[config.mk]
export PLATFORM = sky130hd
export DESIGN_NAME = hdmi_island_scheduler
export DESIGN_NICKNAME = d
export VERILOG_FILES = /design/src/rtl/hdmi_island_scheduler.sv
export SDC_FILE = /design/constraint.sdc
export NUM_CORES = 1
export LEC_CHECK = 0
export BUFFER_PORTS_ARGS = -buffer_cell sky130_fd_sc_hd__buf_4
export CAP_MARGIN = 0
export CORE_MARGIN = 4
export CORE_UTILIZATION = 60
export DETAILED_ROUTE_END_ITERATION = 7
export MAX_ROUTING_LAYER = met4
export PLACE_DENSITY = 0.83
export SLEW_MARGIN = 20
export SYNTH_ARGS = -nofsm -noshare
export SYNTH_HDL_FRONTEND = slang
export SYNTH_SLANG_ARGS = --single-unit
export TNS_END_PERCENT = 30
[constraint.sdc]
create_clock -name i_pixclk -period 2.9 [get_ports i_pixclk]
set_input_delay 0.145 -clock i_pixclk [delete_from_list [all_inputs] [get_ports i_pixclk]]
set_output_delay 0.145 -clock i_pixclk [all_outputs]
set_load 0.005 [all_outputs]
[src/rtl/hdmi_island_scheduler.sv]
// Places at most one HDMI data island per line inside horizontal blanking and
// hands its packet slots to four sources in fixed priority order.
module hdmi_island_scheduler #(
  parameter logic HS_ACTIVE = 1'b1,
  parameter int   PREAMBLE  = 8,
  parameter int   GUARD     = 2,
  parameter int   PKT_LEN   = 32,
  parameter int   MAX_PKTS  = 2
) (
  input  logic       i_pixclk,
  input  logic       i_reset,
  input  logic       i_hSync,
  input  logic       i_blank,
  input  logic       i_enable,
  input  logic [3:0] i_req,
  output logic [3:0] o_ack,
  output logic [1:0] o_sel,
  output logic       o_pkt_active,
  output logic       o_pkt_first,
  output logic [4:0] o_pkt_idx,
  output logic       o_preamble,
  output logic       o_guard,
  output logic       o_island,
  output logic       o_abort
);

  localparam logic [4:0] PRE_LAST    = 5'(PREAMBLE - 1);
  localparam logic [4:0] GUARD_LAST  = 5'(GUARD - 1);
  localparam logic [4:0] IDX_LAST    = 5'(PKT_LEN - 1);
  localparam logic [4:0] IDX_PRELAST = 5'(PKT_LEN - 2);
  localparam logic [4:0] MAX_CNT     = 5'(MAX_PKTS);

  typedef enum logic [2:0] {
    IDLE   = 3'd0,
    PRE    = 3'd1,
    LGUARD = 3'd2,
    PKT    = 3'd3,
    TGUARD = 3'd4
  } state_t;

  state_t     state_r;
  logic [4:0] phaseCnt_r;
  logic [4:0] pktCnt_r;
  logic       hsQ_r;
  logic       blankQ_r;
  logic       armed_r;

  logic       startHit_s;
  logic       blankFall_s;
  logic       moreWanted_s;
  logic [3:0] reqMasked_s;

  function automatic logic [1:0] prioIdx(input logic [3:0] req);
    if (req[0])      return 2'd0;
    else if (req[1]) return 2'd1;
    else if (req[2]) return 2'd2;
    else             return 2'd3;
  endfunction

  assign startHit_s   = (state_r == IDLE) && (i_hSync == HS_ACTIVE) && (hsQ_r != HS_ACTIVE) &&
                        i_blank && i_enable && armed_r && (|i_req);
  assign blankFall_s  = blankQ_r & ~i_blank;
  // The source acked this cycle may still show its request; keep it out of the next grant.
  assign reqMasked_s  = i_req & ~(4'b0001 << o_sel);
  assign moreWanted_s = (pktCnt_r < MAX_CNT) && (|reqMasked_s);

  // Island sequencer with all timing outputs registered.
  always_ff @(posedge i_pixclk) begin
    if (i_reset) begin
      state_r      <= IDLE;
      phaseCnt_r   <= 5'd0;
      pktCnt_r     <= 5'd0;
      hsQ_r        <= 1'b0;
      blankQ_r     <= 1'b0;
      armed_r      <= 1'b0;
      o_ack        <= 4'b0000;
      o_sel        <= 2'd0;
      o_pkt_active <= 1'b0;
      o_pkt_first  <= 1'b0;
      o_pkt_idx    <= 5'd0;
      o_preamble   <= 1'b0;
      o_guard      <= 1'b0;
      o_island     <= 1'b0;
      o_abort      <= 1'b0;
    end else begin
      hsQ_r       <= i_hSync;
      blankQ_r    <= i_blank;
      o_ack       <= 4'b0000;
      o_abort     <= 1'b0;
      o_pkt_first <= 1'b0;

      if (startHit_s)       armed_r <= 1'b0;
      else if (blankFall_s) armed_r <= 1'b1;

      if ((state_r != IDLE) && blankFall_s) begin
        state_r      <= IDLE;
        phaseCnt_r   <= 5'd0;
        pktCnt_r     <= 5'd0;
        o_sel        <= 2'd0;
        o_pkt_active <= 1'b0;
        o_pkt_idx    <= 5'd0;
        o_preamble   <= 1'b0;
        o_guard      <= 1'b0;
        o_island     <= 1'b0;
        o_abort      <= 1'b1;
      end else begin
        case (state_r)
          IDLE: begin
            if (startHit_s) begin
              state_r    <= PRE;
              phaseCnt_r <= 5'd0;
              pktCnt_r   <= 5'd1;
              o_sel      <= prioIdx(i_req);
              o_preamble <= 1'b1;
              o_island   <= 1'b1;
            end
          end
          PRE: begin
            if (phaseCnt_r == PRE_LAST) begin
              state_r    <= LGUARD;
              phaseCnt_r <= 5'd0;
              o_preamble <= 1'b0;
              o_guard    <= 1'b1;
            end else begin
              phaseCnt_r <= phaseCnt_r + 5'd1;
            end
          end
          LGUARD: begin
            if (phaseCnt_r == GUARD_LAST) begin
              state_r      <= PKT;
              phaseCnt_r   <= 5'd0;
              o_guard      <= 1'b0;
              o_pkt_active <= 1'b1;
              o_pkt_first  <= 1'b1;
              o_pkt_idx    <= 5'd0;
            end else begin
              phaseCnt_r <= phaseCnt_r + 5'd1;
            end
          end
          PKT: begin
            if (o_pkt_idx == IDX_LAST) begin
              if (moreWanted_s) begin
                o_pkt_idx   <= 5'd0;
                o_pkt_first <= 1'b1;
                o_sel       <= prioIdx(reqMasked_s);
                pktCnt_r    <= pktCnt_r + 5'd1;
              end else begin
                state_r      <= TGUARD;
                phaseCnt_r   <= 5'd0;
                o_pkt_active <= 1'b0;
                o_pkt_idx    <= 5'd0;
                o_sel        <= 2'd0;
                o_guard      <= 1'b1;
              end
            end else begin
              o_pkt_idx <= o_pkt_idx + 5'd1;
              // Registered ack lands on the packet's last period.
              if (o_pkt_idx == IDX_PRELAST) o_ack <= 4'b0001 << o_sel;
            end
          end
          TGUARD: begin
            if (phaseCnt_r == GUARD_LAST) begin
              state_r    <= IDLE;
              phaseCnt_r <= 5'd0;
              pktCnt_r   <= 5'd0;
              o_guard    <= 1'b0;
              o_island   <= 1'b0;
            end else begin
              phaseCnt_r <= phaseCnt_r + 5'd1;
            end
          end
          default: begin
            state_r      <= IDLE;
            phaseCnt_r   <= 5'd0;
            pktCnt_r     <= 5'd0;
            o_pkt_active <= 1'b0;
            o_preamble   <= 1'b0;
            o_guard      <= 1'b0;
            o_island     <= 1'b0;
          end
        endcase
      end
    end
  end

endmodule
# Word-level counts from Yosys, hierarchy flattened
# Index checks and enable logic that the tools add are counted.
# totals
ff_bits,33
input_bits,9
elab_cells,127
# classes
n_addsub,3
order_cmp,1
eq_ne,16
shift,1
n_mux,48
n_bitwise,12
n_reduce_logical,31
# op_table
cell,count
2-to-1 mux 5 bit,10
one-hot mux 5 bit (4 select lines),2
2-to-1 mux 3 bit,6
adder 5 x 1 -> 5 bit (second input constant),3
2-to-1 mux 1 bit,15
one-hot mux 3 bit (5 select lines),1
2-to-1 mux 2 bit,7
inequality test 2 bit (second input constant),7
AND reduction 3 bit,4
== test 5 bit (second input constant),2
one-hot mux 5 bit (2 select lines),1
AND reduction 5 bit,2
NOT 1 bit,9
one-hot mux 1 bit (3 select lines),3
OR reduction 3 bit,3
logical AND 1 bit,8
OR reduction 2 bit,4
OR reduction 4 bit,2
== test 3 x 2 -> 1 bit (second input constant),2
AND reduction 6 bit,1
== test 5 x 1 -> 1 bit (second input constant),1
== test 5 x 3 -> 1 bit (second input constant),1
less-than comparator 5 x 2 -> 1 bit (second input constant),1
OR reduction 5 bit,1
other kinds (15),16

# Longest topological paths before layout
# depth
ltp_word,9
mapped_depth,8

# Worst setup path after synthesis
# No wires, ideal clock.
# synth_path
path_kind,flip-flop to flip-flop
from,register o_pkt_idx[1]
to,register pktCnt_r[1]
setup_ns,0.116
t_arrival_ns,1.804
required_time_ns,2.784
setup_slack_ns,0.979
stages_incl_launch_ff,8
cell_sequence,dfxtp_1 -> ha_1 -> and3_1 -> ha_1 -> nand2b_1 -> o2111a_1 -> o21ai_0 -> a31o_2
# synth_between
elab_chain_cells,3
# synth_lines
item,line,source
"start, declared",20,"output logic [4:0] o_pkt_idx,"
"start signal, assigned",156,o_pkt_idx <= o_pkt_idx + 5'd1;
== test 5 bit,141,if (o_pkt_idx == IDX_LAST) begin
inequality test 2 bit (no line),-,
AND reduction 5 bit (no line),-,
"end signal, assigned",146,pktCnt_r <= pktCnt_r + 5'd1;
"end, declared",43,logic [4:0] pktCnt_r;
# Every way passes these cells.
# A chain may end at the register's enable or synchronous reset.

# Worst setup path after layout
# Ends and elaborated chain as after synthesis.

==> results.sh <==
export IMPL_drc=0
export IMPL_synth_mux_area_frac=0.0180
export IMPL_peakVddDrop_uv=445
export IMPL_cap_violations=0
export IMPL_period_needed_ns=2.31
export IMPL_fin_crit_sh=0.795
export IMPL_worstPathCellList="ha_1 > and3_1 > ha_1 > nand2b_1 > o2111a_1 > o21ai_0 > a31o_2"
export IMPL_cts_root_buf="clkbuf_4"
export IMPL_die_h_um=61.9
export IMPL_finalNetCount=252
export IMPL_antennaDiodeCount=0
export IMPL_seq_area_frac_synth=0.379
export IMPL_max_clock_freq_mhz=434
export IMPL_worstPathMaxFanout=7
export IMPL_critPathSlowestCell="dfxtp_1"
export IMPL_synthArstFlopShare=0
export IMPL_drt_iter0_drc=145
export IMPL_endpoint_kind="flop"
export IMPL_outcome="finished, final reports clean"
export IMPL_syn_inst=215
export IMPL_wl_per_cell_um=14.9
export IMPL_clock_sinks=33
export IMPL_final_util=0.718
export IMPL_worst_path_most_repeated_cell="ha_1"
export IMPL_cts_resized=0
export IMPL_io_pins=26
export IMPL_final_common_cell="dfxtp_1"
export IMPL_synth_fa_ha_area_frac=0.0489
export IMPL_synthesis_area_mm2=0.00174
export IMPL_yosys_warnings=0
export IMPL_hpwl_mm=2.90
export IMPL_rsz0062_at_grt="no"
export IMPL_finalSetupTns_ns=0
export IMPL_hold_viol=0
export IMPL_syn_avg_cell_area_um2=8.10
export IMPL_cpPeakStageDelay_ns=0.42
export IMPL_die_area_mm2=0.00383
export IMPL_synth_compound_area_frac=0.210
export IMPL_cp_arrival_ns=2.54
export IMPL_core_area_mm2=0.00276
export IMPL_rrSetupSlack_ns=0.59
export IMPL_worst_slew_pin_slew_ns=0.702
export IMPL_synth_top_family_by_area="simple AND/OR/NAND/NOR gates"
export IMPL_postCtsSetupRepairBufs=0
export IMPL_worstRegToRegCells=7
export IMPL_port_buffers=25
export IMPL_synth_xor_area_frac=0
export IMPL_rows=19
export IMPL_dp_cells=261
export IMPL_numCtsBuffers=5
export IMPL_hp_class="primary input to flop"
export IMPL_leakagePower_nw=0.802
export IMPL_layout_common_cells="dfxtp_1 (33), nor2_1 (26), buf_4 (26)"
export IMPL_grt_start_max_net_pins=20
export IMPL_grt_overflow=0
export IMPL_cts_htree_levels=2
export IMPL_powerDensity_mw_per_mm2=423
export IMPL_grt_pass1_vias=1472
export IMPL_clkLatencyLatePin_ns=0.34
export IMPL_tritoncts="yes"
export IMPL_grt_usage=0.241
export IMPL_clockBufferDepth=2
export IMPL_slew_headroom=0.532
export IMPL_drive_above_1_share=0.164
export IMPL_critPathLaunchType="flop"
export IMPL_area_growth_pct=13.7
export IMPL_syn_num_nets=230
export IMPL_die_w_um=61.9
export IMPL_ys_ff_latch=33
export IMPL_instances_no_fill=269
export IMPL_grt_pass1_wl_mm=6.58
export IMPL_start_util=0.632
export IMPL_yosys_area_share_simple=0.307
export IMPL_antenna_found_initial=0
export IMPL_hold_depth=2
export IMPL_synth_cell_types=52
export IMPL_place_congestion=0.836
export IMPL_required_ns=3.13
export IMPL_criticalPathCategory="flop to flop"
export IMPL_fin_skew_ns=0.0119
export IMPL_cts_hold_buf=0
export IMPL_final_antenna_net_count=0
export IMPL_drt_pass1_iter_count=4
export IMPL_ys_flop_type="dfxtp_1"
export IMPL_totalWireLength_mm=4.00
export IMPL_via_per_inst=6.13
export IMPL_vias=1649
export IMPL_synth_edff_count=0
export IMPL_drv_slew=0
export IMPL_path_clk_slew_ns=0.09
export IMPL_finalSetupViolCount=0
==> cell families (layout without fill, tap and decap cells) <==
| kind of cell | Yosys count | count (layout) |
|---|---|---|
| AO/OA/AOI/OAI | 59 | 59 |
| adder cells (fa/ha/maj) | 7 | 7 |
| buffers and inverters | 16 | 39 |
| flip-flops | 33 | 33 |
| multiplexers | 3 | 3 |
| AND/OR/NAND/NOR | 97 | 97 |
==> flip-flops by register name, indices dropped and copies added (netlist names) <==
register	flops
o_island	1
pktCnt_r	5
blankQ_r	1
o_sel	2
hsQ_r	1
o_pkt_active	1
o_pkt_idx	5
o_pkt_first	1
o_guard	1
state_r	3
o_ack	4
phaseCnt_r	5
o_preamble	1
armed_r	1
o_abort	1
==> critical path: cells and delay by family (launching register included) <==
family	cells	cell delay, ns
adder cells (fa/ha/maj)	2	0.48
AO/OA/AOI/OAI	3	0.81
flip-flops	1	0.42
AND/OR/NAND/NOR	2	0.48
==> cell type report <==
cell class	instances	area, um^2
tap	31	38.8
timing repair buffer	26	195
multi-input combinational	166	1020
clock buffer	6	41.3
fill	228	777
clock inverter	2	10.0
inverter	5	18.8
sequential	33	661
==> routing by layer <==
layer	GRT usage	wire length, um	up-vias
met1	0.301	1760	768
met3	0.0682	232	6
met5	-	0	-
li1	-	-	823
met4	0.0818	59	0
met2	0.372	1950	52
==> path summary, 6_finish.rpt <==
check                                     to    startpoint
worst max-delay path             pktCnt_r[1]  o_pkt_idx[1]
worst min-delay path                   hsQ_r       i_reset
worst max register to register   pktCnt_r[1]  o_pkt_idx[1]
worst min register to register  o_pkt_active  o_pkt_active
==> power breakdown <==
group | switching, mW | internal, mW
logic | 0.0637 | 0.0493
registers | 0.0184 | 0.465
clock network | 0.150 | 0.0922
==> metrics by stage <==
step | cell area [um^2] | power, mW | hold WS (ns) | setup WS (ns)
3_3_place_gp | 1930 | 0.598 | 0.357 | 0.735
3_5_place_dp | 1930 | 0.605 | 0.368 | 0.674
6_report | 1980 | 0.838 | 0.0197 | 0.594
5_1_grt | 1980 | 0.885 | 0.00982 | 0.425
4_1_cts | 1980 | 0.841 | 0.00431 | 0.635
2_1_floorplan | 1740 | 0.570 | 0.217 | 0.979
==> synth_stat cells, types with 2 or more instances <==
cell type	number	area (um^2)
a211oi_1	2	15.0
a21o_1	2	15.0
a21oi_1	17	85.1
a22oi_1	3	22.5
and2_1	4	25.0
and3_1	5	31.3
clkbuf_1	8	30.0
dfxtp_1	33	661
ha_1	6	75.1
inv_1	5	18.8
mux2i_1	2	20.0
nand2_1	12	45.0
nand2b_1	4	25.0
nand3_1	7	35.0
nand3b_1	6	45.0
nor2_1	26	97.6
nor2b_1	8	50.1
nor3_1	7	35.0
nor4_1	2	12.5
o21ai_0	20	100
or3_1	3	18.8
or4b_1	3	30.0
No activity file was read; power rests on OpenSTA's default activity.
